`src/rtl/r5fp_sqrt_sched.sv`:
```
// Round-robin scheduler sharing one sequential FP sqrt unit among N_REQ requesters.
// Define R5FP_SQRT_SCHED_TIMEOUT_EN to enable the WAIT-state watchdog (qNaN + timeout_err).
module r5fp_sqrt_sched #(
  parameter int unsigned N_REQ   = 4,
  parameter int unsigned SIG_W   = 23,
  parameter int unsigned EXP_W   = 8,
  parameter int unsigned TIMEOUT = 64
) (
  input  logic                                   clk,
  input  logic                                   reset,
  input  logic [N_REQ-1:0]                       req_valid,
  output logic [N_REQ-1:0]                       req_ready,
  input  logic [N_REQ*(SIG_W+EXP_W+1)-1:0]       req_a,
  input  logic [N_REQ*3-1:0]                     req_rnd,
  output logic                                   rsp_valid,
  input  logic                                   rsp_ready,
  output logic [((N_REQ > 1) ? $clog2(N_REQ) : 1)-1:0] rsp_id,
  output logic [SIG_W+EXP_W:0]                   rsp_z,
  output logic [7:0]                             rsp_status,
  output logic                                   sq_strobe,
  output logic [SIG_W+EXP_W:0]                   sq_a,
  output logic [2:0]                             sq_rnd,
  input  logic                                   sq_ready,
  input  logic                                   sq_complete,
  input  logic [SIG_W+EXP_W:0]                   sq_z,
  input  logic [7:0]                             sq_status,
  output logic                                   busy,
  output logic                                   timeout_err
);

  localparam int unsigned ID_W = (N_REQ > 1) ? $clog2(N_REQ) : 1;
  localparam int unsigned FW   = SIG_W + EXP_W + 1;

  typedef enum logic [1:0] {StIdle, StIssue, StWait, StResp} state_e;

  state_e            state_q, state_d;
  logic [ID_W-1:0]   last_q, last_d;
  logic [ID_W-1:0]   id_q, id_d;
  logic [FW-1:0]     a_q, a_d;
  logic [2:0]        rnd_q, rnd_d;
  logic [FW-1:0]     z_q, z_d;
  logic [7:0]        status_q, status_d;

  logic              found;
  logic [ID_W-1:0]   pick;
  logic              grant;
  logic [FW-1:0]     a_sel;
  logic [2:0]        rnd_sel;
  int unsigned       sum;

  // Rotating priority: first valid requester after the previous winner.
  always_comb begin
    found = 1'b0;
    pick  = '0;
    sum   = 0;
    for (int unsigned k = 1; k <= N_REQ; k++) begin
      sum = 32'(last_q) + k;
      if (sum >= N_REQ) sum = sum - N_REQ;
      if (!found && req_valid[ID_W'(sum)]) begin
        found = 1'b1;
        pick  = ID_W'(sum);
      end
    end
  end

  always_comb begin
    a_sel   = '0;
    rnd_sel = '0;
    for (int i = 0; i < int'(N_REQ); i++) begin
      if (pick == ID_W'(i)) begin
        a_sel   = req_a[i*FW +: FW];
        rnd_sel = req_rnd[i*3 +: 3];
      end
    end
  end

  assign grant     = (state_q == StIdle) && found && sq_ready && !reset;
  assign req_ready = grant ? ({{(N_REQ-1){1'b0}}, 1'b1} << pick) : '0;

`ifdef R5FP_SQRT_SCHED_TIMEOUT_EN
  localparam int unsigned CNT_W       = $clog2(TIMEOUT + 1);
  localparam int unsigned ZInvalidBit = 2;
  logic [CNT_W-1:0] cnt_q, cnt_d;
  logic             terr_q, terr_d;
`endif

  always_comb begin
    state_d  = state_q;
    last_d   = last_q;
    id_d     = id_q;
    a_d      = a_q;
    rnd_d    = rnd_q;
    z_d      = z_q;
    status_d = status_q;
`ifdef R5FP_SQRT_SCHED_TIMEOUT_EN
    cnt_d    = cnt_q;
    terr_d   = 1'b0;
`endif
    unique case (state_q)
      StIdle: begin
        if (grant) begin
          id_d    = pick;
          last_d  = pick;
          a_d     = a_sel;
          rnd_d   = rnd_sel;
          state_d = StIssue;
        end
      end
      StIssue: begin
        state_d = StWait;
`ifdef R5FP_SQRT_SCHED_TIMEOUT_EN
        cnt_d   = '0;
`endif
      end
      StWait: begin
        // A completion in the expiry cycle still delivers the real result.
        if (sq_complete) begin
          z_d      = sq_z;
          status_d = sq_status;
          state_d  = StResp;
        end
`ifdef R5FP_SQRT_SCHED_TIMEOUT_EN
        else if (cnt_q == CNT_W'(TIMEOUT - 1)) begin
          z_d                   = {1'b0, {EXP_W{1'b1}}, 1'b1, {(SIG_W-1){1'b0}}};
          status_d              = '0;
          status_d[ZInvalidBit] = 1'b1;
          terr_d                = 1'b1;
          state_d               = StResp;
        end else begin
          cnt_d = cnt_q + 1'b1;
        end
`endif
      end
      StResp: begin
        if (rsp_ready) state_d = StIdle;
      end
      default: state_d = StIdle;
    endcase
  end

  always_ff @(posedge clk or posedge reset) begin
    if (reset) begin
      state_q  <= StIdle;
      last_q   <= ID_W'(N_REQ - 1);
      id_q     <= '0;
      a_q      <= '0;
      rnd_q    <= '0;
      z_q      <= '0;
      status_q <= '0;
    end else begin
      state_q  <= state_d;
      last_q   <= last_d;
      id_q     <= id_d;
      a_q      <= a_d;
      rnd_q    <= rnd_d;
      z_q      <= z_d;
      status_q <= status_d;
    end
  end

`ifdef R5FP_SQRT_SCHED_TIMEOUT_EN
  always_ff @(posedge clk or posedge reset) begin
    if (reset) begin
      cnt_q  <= '0;
      terr_q <= 1'b0;
    end else begin
      cnt_q  <= cnt_d;
      terr_q <= terr_d;
    end
  end
  assign timeout_err = terr_q;
`else
  assign timeout_err = 1'b0;
`endif

  assign sq_strobe  = (state_q == StIssue);
  assign sq_a       = a_q;
  assign sq_rnd     = rnd_q;
  assign rsp_valid  = (state_q == StResp);
  assign rsp_id     = id_q;
  assign rsp_z      = z_q;
  assign rsp_status = status_q;
  assign busy       = (state_q != StIdle);

endmodule

```
`config.mk`:
```
export PLATFORM = sky130hd
export DESIGN_NAME = r5fp_sqrt_sched
export DESIGN_NICKNAME = d
export VERILOG_FILES = /design/src/rtl/r5fp_sqrt_sched.sv
export SDC_FILE = /design/constraint.sdc
export NUM_CORES = 1
export LEC_CHECK = 0
export BUFFER_PORTS_ARGS = -buffer_cell sky130_fd_sc_hd__buf_2
export CAP_MARGIN = 20
export CORE_AREA = 2 2 105 107
export CTS_BUF_LIST = sky130_fd_sc_hd__clkbuf_4
export CTS_CLUSTER_DIAMETER = 200
export DETAILED_ROUTE_END_ITERATION = 6
export DIE_AREA = 0 0 107 109
export HOLD_SLACK_MARGIN = 0.06
export PLACE_DENSITY_LB_ADDON = 0.1
export SLEW_MARGIN = 20
export SYNTH_ARGS = -nofsm -noshare
export SYNTH_HDL_FRONTEND = slang
export SYNTH_SLANG_ARGS = --single-unit
```
`constraint.sdc`:
```
create_clock -name clk -period 2.5 [get_ports clk]
set_input_delay 0.25 -clock clk [delete_from_list [all_inputs] [get_ports clk]]
set_output_delay 0.25 -clock clk [all_outputs]
set_load 0.01 [all_outputs]
```
==> qor.yml, run 1 <==
pwr:
  power_frac_comb_pct: 51.5
  p_sw_mw: 2.35
  seq_power_share_pct: 36.6
  swShare_pct: 37.6
  intPower_mw: 3.90
  p_clk_share_pct: 12.0
  p_leak_nw: 3.26
  powerDensity_nw_per_um2: 950
  peakVddDrop_uv: 491
synthesis:
  ys_top_cells_by_area: "dfrtp_1, mux2_2, mux2_1"
  synth-edff-count: 0
  yosys-top-cells-count: "dfrtp_1, nand3_1, mux2_2, mux2i_1"
  synth.most_common_cell: "dfrtp_1"
  synth_xor_area_share_pct: 0
  syn_area_um2: 4410
  synth_top_cell_area_share_pct: 44.8
  ys_seq_area_share_pct: 46.0
  synth_nets: 572
  avgSynthCellArea_um2: 11.7
  muxShareOfSynthArea_pct: 27.6
  ys_ff_latch: 81
  yosys.area.top_type: "dfrtp_1"
  synthAdderAreaFrac_pct: 1.42
  async_reset_ff_share_pct: 100
  ys_types: 32
  synthSimpleGateAreaFrac_pct: 9.79
  synth-compound-area-share_pct: 10.3
  synthCells: 378
  synth_ff_type: "dfrtp_1"
  synth-warning-count: 0
  synth_top_family_by_area: "multiplexers"
timing:
  timing.hold.ws_ns: 0.152
  slew_headroom_pct: 61.8
  setup_viol: 0
  finalCriticalPeriod_ns: 2.37
  setup_tns_ns: 0
  timing.final.crit_share_pct: 94.7
  drv_slew: 0
  finalHoldViolCount: 0
  tightest_slew_ns: 0.572
  fmaxAchievable_mhz: 423
  fin_skew_ns: 0.0149
  rsz0062_at_grt: "false"
clock_network:
  cts_tree: "yes"
  clk_pin_slew_ns: 0.13
  htree_num_levels: 3
  clock_latency_ns: 0.43
  clockRootBuffer: "clkbuf_4"
  cts_buffers: 9
  clock_path_buffers: 2
  clock_sink_count: 81
detailed_routing:
  drc: 0
  num_vias: 4268
  wire_per_inst_um: 16.7
  drtIter0Drc: 133
  wl_um: 13900
  avgViaCountPerCell: 5.14
  drtAntennaViolNets: 0
  dr.pass1.iters: 4
die:
  core.rowCount: 38
  dieArea_um2: 11700
  ios: 274
  die-height_um: 109
  core-area_um2: 10600
  initial_utilization_pct: 41.6
  die_x_um: 107
final_layout:
  drive_gt1_share_pct: 51.7
  nNetsFinal: 879
  area_delta_synth_final_pct: 49.0
  final_cell_area_um2: 6570
  final_util_pct: 62.0
placement:
  place.gp.congestion: 0.778
  dpl_cell_area_um2: 5980
  io_buffers: 272
  place_hpwl_um: 10000
hold_path:
  hp-class: "primary input to flop"
  min_path_cells: 3
  hold_end: "sq_a[0]"
  hp-start: "req_a[32]"
global_routing:
  grt_antenna_before_repair: 1
  grt_pass1_vias: 4221
  track_usage_pct: 23.0
  overflow: 0
  grt_max_degree: 57
  grt_pass1_wl_um: 20800
setup_path:
  r2r_cells: 6
  path_class: "flop to output pin"
  r2r_start: "last_q[1]"
  reg2reg_to: "sq_a[7]"
  crit_fanout: 14
  arrival_ns: 2.12
  end_kind: "output pin"
  rrSetupSlack_ns: 0.22
  worstPathRequired_ns: 2.25
  crit_path_start_kind: "flop"
run_status:
  status: "finished clean"
run:
  drv_cap: 0
-- stage by stage --
stage / cells / setup WS, ns / total power [mW]
finish: 830 / 0.133 / 6.24
global route: 830 / 0.0108 / 6.67
CTS: 825 / 0.000163 / 6.26
detailed placement: 768 / 0.315 / 5.45
global placement: 768 / 0.362 / 5.37
floorplan: 378 / 0.173 / 4.25
-- layer usage --
| metal | track usage, % | vias up | share of wire [%] |
|---|---|---|---|
| met5 | 0 | - | 0 |
| met4 | 9.37 | 0 | 2.2 |
| met3 | 6.69 | 27 | 7.5 |
| met2 | 40.2 | 185 | 51 |
| met1 | 26.4 | 2025 | 39 |
| li1 | - | 2031 | - |
-- kinds of logic after synthesis --
kind of cell             Yosys count
flip-flops                        81
AO/OA/AOI/OAI                     48
buffers and inverters             43
other                              1
adder cells (fa/ha/maj)            5
AND/OR/NAND/NOR                   88
multiplexers                     112
-- power by group through the flow --
stage	sequential, mW	combinational (mW)	clock [mW]
after global routing	2.36	3.48	0.832
after global placement	2.30	3.07	0
after floorplan	2.58	1.68	0
after detailed placement	2.30	3.15	0
final	2.28	3.21	0.748
after CTS	2.28	3.20	0.780
-- registers in the layout, indices dropped and copies added, names as in the netlist --
signal and cells:
rsp_z 32, state_q 2, last_q 2, rsp_status 8
sq_a 32, rsp_id 2, sq_rnd 3
-- worst max-delay path: stages (launching register included) --
cell	delay (ns)
dfrtp_1	0.43
inv_1	0.11
ha_1	0.18
nand2_1	0.11
a211o_4	0.36
buf_6	0.17
nor3_2	0.17
buf_2	0.15
-- worst max path at each step --
stage	start	endpoint	slack (ns)	cells after the start
detailed placement	last_q[1]	sq_a[2]	0.32	6
global placement	last_q[1]	sq_rnd[0]	0.36	6
global route	state_q[1]	req_ready[0]	0.01	6
floorplan	reset	rsp_id[0]	0.17	1
finish	state_q[0]	req_ready[1]	0.13	7
CTS	state_q[0]	req_ready[1]	0.0002	7
-- area by class of cell --
class                           instances  area (um2)
Multi-Input combinational cell        254        2220
Fill cell                             884        4030
Sequential cell                        81        2030
Inverter                                7        27.5
Tap cell                              140         175
Clock buffer                           11        82.6
Antenna cell                            1        2.50
Clock inverter                          4        45.0
Timing Repair Buffer                  332        1990
-- timing repair --
item                                    4_1_cts  5_1_grt
resized for setup                             2        2
gates cloned                                  0        0
setup buffers                                 1        4
endpoints found under the setup margin        3        2
hold buffers                                 41        0
hold endpoints to repair                     67        0
pin swaps                                     2        1
-- cell usage in the layout, fill, tap and decap left out, types with 2 or more instances in the layout --
master	count
nor2_4	2
dlygate4sd3_1	41
clkinv_1	2
a21oi_1	3
nand3_1	70
mux2_1	35
mux2_2	41
nand2_1	5
clkbuf_4	11
inv_1	6
ha_1	5
dfrtp_1	79
buf_4	12
dfstp_2	2
mux2i_1	36
nor2_1	5
nand2b_1	2
a221o_1	35
buf_2	272
buf_12	6
(Power assumes the default switching activity.)
==> run 2, diff against run 1 <==
- CELL_PAD_IN_SITES_DETAIL_PLACEMENT: default -> 2
- CELL_PAD_IN_SITES_GLOBAL_PLACEMENT: default -> 2
- CORE_AREA: 2 2 105 107 -> default
- CORE_MARGIN: default -> 2
- CORE_UTILIZATION: default -> 23
- DIE_AREA: 0 0 107 109 -> default
- clock period: 2.5 -> 2.13 ns (I/O delays scaled with it)
==> qor.yml, run 2 (same netlist as run 1, synthesis figures left out) <==
detailed_routing:
  avgViaCountPerCell: 4.75
  num_vias: 4672
  wire_per_inst_um: 19.6
  drc: 0
  drtIter0Drc: 109
  dr.pass1.iters: 4
  drtAntennaViolNets: 0
  wl_um: 19300
hold_path:
  hp-class: "primary input to flop"
global_routing:
  grt_pass1_vias: 5244
  overflow: 0
  grt_antenna_before_repair: 6
  track_usage_pct: 18.6
  grt_pass1_wl_um: 29100
  grt_max_degree: 52
timing:
  setup_ws_ns: -0.169
  fin_skew_ns: 0.0185
  timing.final.crit_share_pct: 108
  drv_slew: 0
  timing.hold.ws_ns: 0.0994
  setup_tns_ns: -4.42
  slew_headroom_pct: 60.2
  setup_viol: 38
  fmaxAchievable_mhz: 435
  rsz0062_at_grt: "true"
  finalHoldViolCount: 0
  tightest_slew_ns: 0.595
  finalCriticalPeriod_ns: 2.30
die:
  core.rowCount: 50
  ios: 274
  die_x_um: 142
  dieArea_um2: 20300
  initial_utilization_pct: 23.5
  core-area_um2: 18800
  die-height_um: 142
clock_network:
  clockRootBuffer: "clkbuf_4"
  cts_buffers: 9
  clock_latency_ns: 0.46
  clock_path_buffers: 2
  htree_num_levels: 3
  clk_pin_slew_ns: 0.15
  cts_tree: "yes"
  clock_sink_count: 81
final_layout:
  area_delta_synth_final_pct: 70.7
  final_common_cell: "buf_2"
  drive_gt1_share_pct: 60.2
  final_util_pct: 40.1
  fill_cells: 2032
  finalNonFillerCells: 984
  nNetsFinal: 937
  layout_common_cells: "buf_2, dfrtp_1, nand3_1"
placement:
  io_buffers: 272
  place.gp.congestion: 0.756
  place_hpwl_um: 13300
  dpl.cell_count: 871
pwr:
  peakVddDrop_uv: 288
  p_total_mw: 8.69
  powerDensity_nw_per_um2: 1150
  p_leak_nw: 3.74
setup_path:
  crit_path_start_kind: "flop"
  crit_fanout: 6
  rrSetupSlack_ns: -0.15
  arrival_ns: 2.09
  end_kind: "output pin"
  worstPathRequired_ns: 1.92
  path_class: "flop to output pin"
run_status:
  status: "finished with violations"
  violations: "negative setup slack"
run:
  drv_cap: 0
[run 2: cell types whose count changed in the layout (fill, tap and decap cells not counted), moves of 2 or more]
| cell | previous run | this run |
|---|---|---|
| buf_12 | 6 | 8 |
| buf_4 | 12 | 39 |
| buf_6 | 1 | 13 |
| buf_8 | 0 | 3 |
| clkbuf_4 | 11 | 9 |
| clkinv_1 | 2 | 0 |
| clkinv_4 | 0 | 2 |
| dlygate4sd3_1 | 41 | 53 |
| inv_1 | 6 | 3 |
| inv_2 | 0 | 2 |
| mux2_1 | 35 | 1 |
| mux2_4 | 0 | 34 |
| nand2_1 | 5 | 3 |
| nor2_4 | 2 | 4 |
[run 2: repair_timing]
action,CTS,global route
cloned,3,1
endpoints found under the hold margin,89,0
pin swaps,11,20
endpoints found under the setup margin,39,39
setup buffers,25,17
hold buffers,53,0
resized for setup,44,41
[run 2: critical path: stages, from the launching register on]
cell and delay (ns):
dfstp_2 0.62, buf_6 0.14, inv_4 0.04, o22ai_4 0.21
nor2_4 0.07, buf_12 0.14, buf_8 0.13, nor3_4 0.11
buf_2 0.15
[run 2: routing by layer]
metal / track usage, % / routed length, um
met1: 21.9 / 7840
met2: 33.0 / 9710
met3: 4.95 / 1290
met4: 5.89 / 391
met5: 0 / 34
[run 2: report_power, final]
part	internal (mW)	total (mW)	switching, mW	leakage (nW)
combinational	2.77	5.11	2.34	2.69
sequential	2.29	2.69	0.406	0.983
clock	0.252	0.883	0.631	0.0682
total	5.31	8.69	3.37	3.74
[run 2: path summary, 6_finish.rpt]
| kind | startpoint | end | cells past startpoint |
|---|---|---|---|
| setup / recovery | last_q[1] | req_ready[1] | 8 |
| hold / removal | req_a[1] | sq_a[1] | 3 |
| setup reg to reg | last_q[1] | sq_a[19] | 8 |
| hold reg to reg | rsp_id[1] | rsp_id[1] | 2 |
| max in group asynchronous | reset | last_q[1] | 4 |
| min in group asynchronous | reset | sq_a[16] | 3 |
[run 2: stage by stage]
stage | instance area (um2) | worst slack (ns)
2_1_floorplan | 4420 | 0.00778
3_3_place_gp | 6150 | -0.123
3_5_place_dp | 6150 | -0.228
4_1_cts | 7250 | -0.168
5_1_grt | 7530 | -0.258
6_report | 7530 | -0.169
[run 2: final cells by class]
type	instances	area (um2)	share of cell area, %
Multi-Input combinational cell	255	2460	32.7
Inverter	7	32.5	0.432
Tap cell	234	293	3.89
Sequential cell	81	2030	27.0
Clock buffer	9	67.6	0.897
Clock inverter	7	55.1	0.731
Antenna cell	2	5.00	0.0665
Timing Repair Buffer	389	2580	34.3
==> run 3, diff against run 2 <==
- CTS_CLUSTER_DIAMETER: 200 -> 150
- clock period: 2.13 -> 2 ns (I/O delays scaled with it)
==> qor.yml, run 3 (same netlist as run 1, synthesis figures left out) <==
detailed_routing:
  drtAntennaViolNets: 0
  wire_per_inst_um: 20.1
  dr.pass1.iters: 4
  drc: 0
  avgViaCountPerCell: 4.74
  num_vias: 4893
  wl_um: 20800
  drtIter0Drc: 84
timing:
  setup_ws_ns: -0.254
  drv_slew: 0
  timing.final.crit_share_pct: 113
  finalHoldViolCount: 0
  setup_tns_ns: -7.85
  setup_viol: 39
  finalCriticalPeriod_ns: 2.25
  fmaxAchievable_mhz: 444
  fin_skew_ns: 0.0260
  rsz0062_at_grt: "true"
die:
  initial_utilization_pct: 23.5
  die_x_um: 142
  ios: 274
  core-area_um2: 18800
  core.rowCount: 50
  die-height_um: 142
  dieArea_um2: 20300
global_routing:
  overflow: 0
  grt_pass1_vias: 5528
  track_usage_pct: 20.0
  grt_antenna_before_repair: 2
  grt_max_degree: 57
  grt_pass1_wl_um: 31200
final_layout:
  final_common_cell: "buf_2"
  area_delta_synth_final_pct: 84.2
  final_util_pct: 43.3
  nNetsFinal: 986
  layout_common_cells: "buf_2, dlygate4sd3_1, dfrtp_1"
  drive_gt1_share_pct: 54.5
pwr:
  peakVddDrop_uv: 389
  powerDensity_nw_per_um2: 1170
  p_leak_nw: 3.97
  p_total_mw: 9.53
clock_network:
  clock_path_buffers: 2
  cts_buffers: 9
  htree_num_levels: 3
  cts_tree: "yes"
  clock_sink_count: 81
  clk_pin_slew_ns: 0.18
  clockRootBuffer: "clkbuf_4"
  clock_latency_ns: 0.48
setup_path:
  path_delay_family: "multiplexers"
  worstPathRequired_ns: 2.36
  slowest_delay_ns: 0.59
  cpMaxStageDelayCell: "dfstp_2"
  crit_fanout: 14
  path_cells: "mux2i_2 -> o22ai_4 -> nor2_4 -> buf_6 -> buf_12 -> mux2_1 -> a221o_1"
  path_class: "flop to flop"
  crit_path_start_kind: "flop"
  end_kind: "flop"
  cp_num_buf_inv: 2
  arrival_ns: 2.62
placement:
  io_buffers: 272
  place.gp.congestion: 0.724
  place_hpwl_um: 13500
run:
  drv_cap: 0
run_status:
  status: "finished with violations"
  violations: "negative setup slack"
hold_path:
  hp-class: "primary input to flop"
run 3: path summary, 6_finish.rpt:
| check | start | end | slack, ns | cells after the start |
|---|---|---|---|---|
| min | req_a[125] | sq_a[29] | 0.12 | 4 |
| min in group asynchronous | reset | rsp_status[5] | 0.41 | 4 |
| max in group asynchronous | reset | last_q[0] | 1.22 | 4 |
| max | last_q[1] | sq_a[19] | -0.25 | 7 |
| min reg2reg | rsp_z[0] | rsp_z[0] | 0.52 | 1 |
| max reg2reg | last_q[1] | sq_a[19] | -0.25 | 7 |
run 3: per-layer routing:
layer / global-route usage (%) / up-vias / routed length, um
li1: - / 2250 / -
met1: 22.2 / 2447 / 8310
met2: 38.5 / 177 / 11200
met3: 4.04 / 17 / 1080
met4: 5.00 / 2 / 218
met5: 0 / - / 13
run 3: repair_timing:
action                                 CTS  global route
buffers inserted                        19             6
pin swaps                               10             8
gates cloned                             4             2
hold buffers                           110             0
endpoints found under the hold margin  153             0
setup endpoints to repair               39            39
gates resized for setup                 55            10
run 3: stage by stage:
step                      worst slack (ns)  hold slack (ns)  area, um2  std cells
final                               -0.254            0.119       8120       1032
after CTS                           -0.297           0.0774       7980       1024
after global routing                -0.361           0.0878       8120       1032
after floorplan                    -0.0514            0.351       4420        378
after detailed placement            -0.205            0.388       6260        876
after global placement             -0.0810            0.360       6260        876
run 3: cell type report:
class / count / area (um2)
Multi-Input combinational cell: 254 / 2400
Tap cell: 234 / 293
Fill cell: 2017 / 10600
Inverter: 7 / 30.0
Clock inverter: 7 / 68.8
Antenna cell: 1 / 2.50
Clock buffer: 9 / 67.6
Sequential cell: 81 / 2030
Timing Repair Buffer: 439 / 3230
run 3: worst register-to-register path, cell delays in order, from the launching register on:
cell,delay (ns)
dfstp_2,0.59
mux2i_2,0.27
o22ai_4,0.12
nor2_4,0.17
buf_6,0.16
buf_12,0.16
mux2_1,0.35
a221o_1,0.32
run 3: power breakdown:
part / internal [mW] / switching [mW]
combinational: 3.06 / 2.53
sequential: 2.44 / 0.456
clock: 0.298 / 0.746
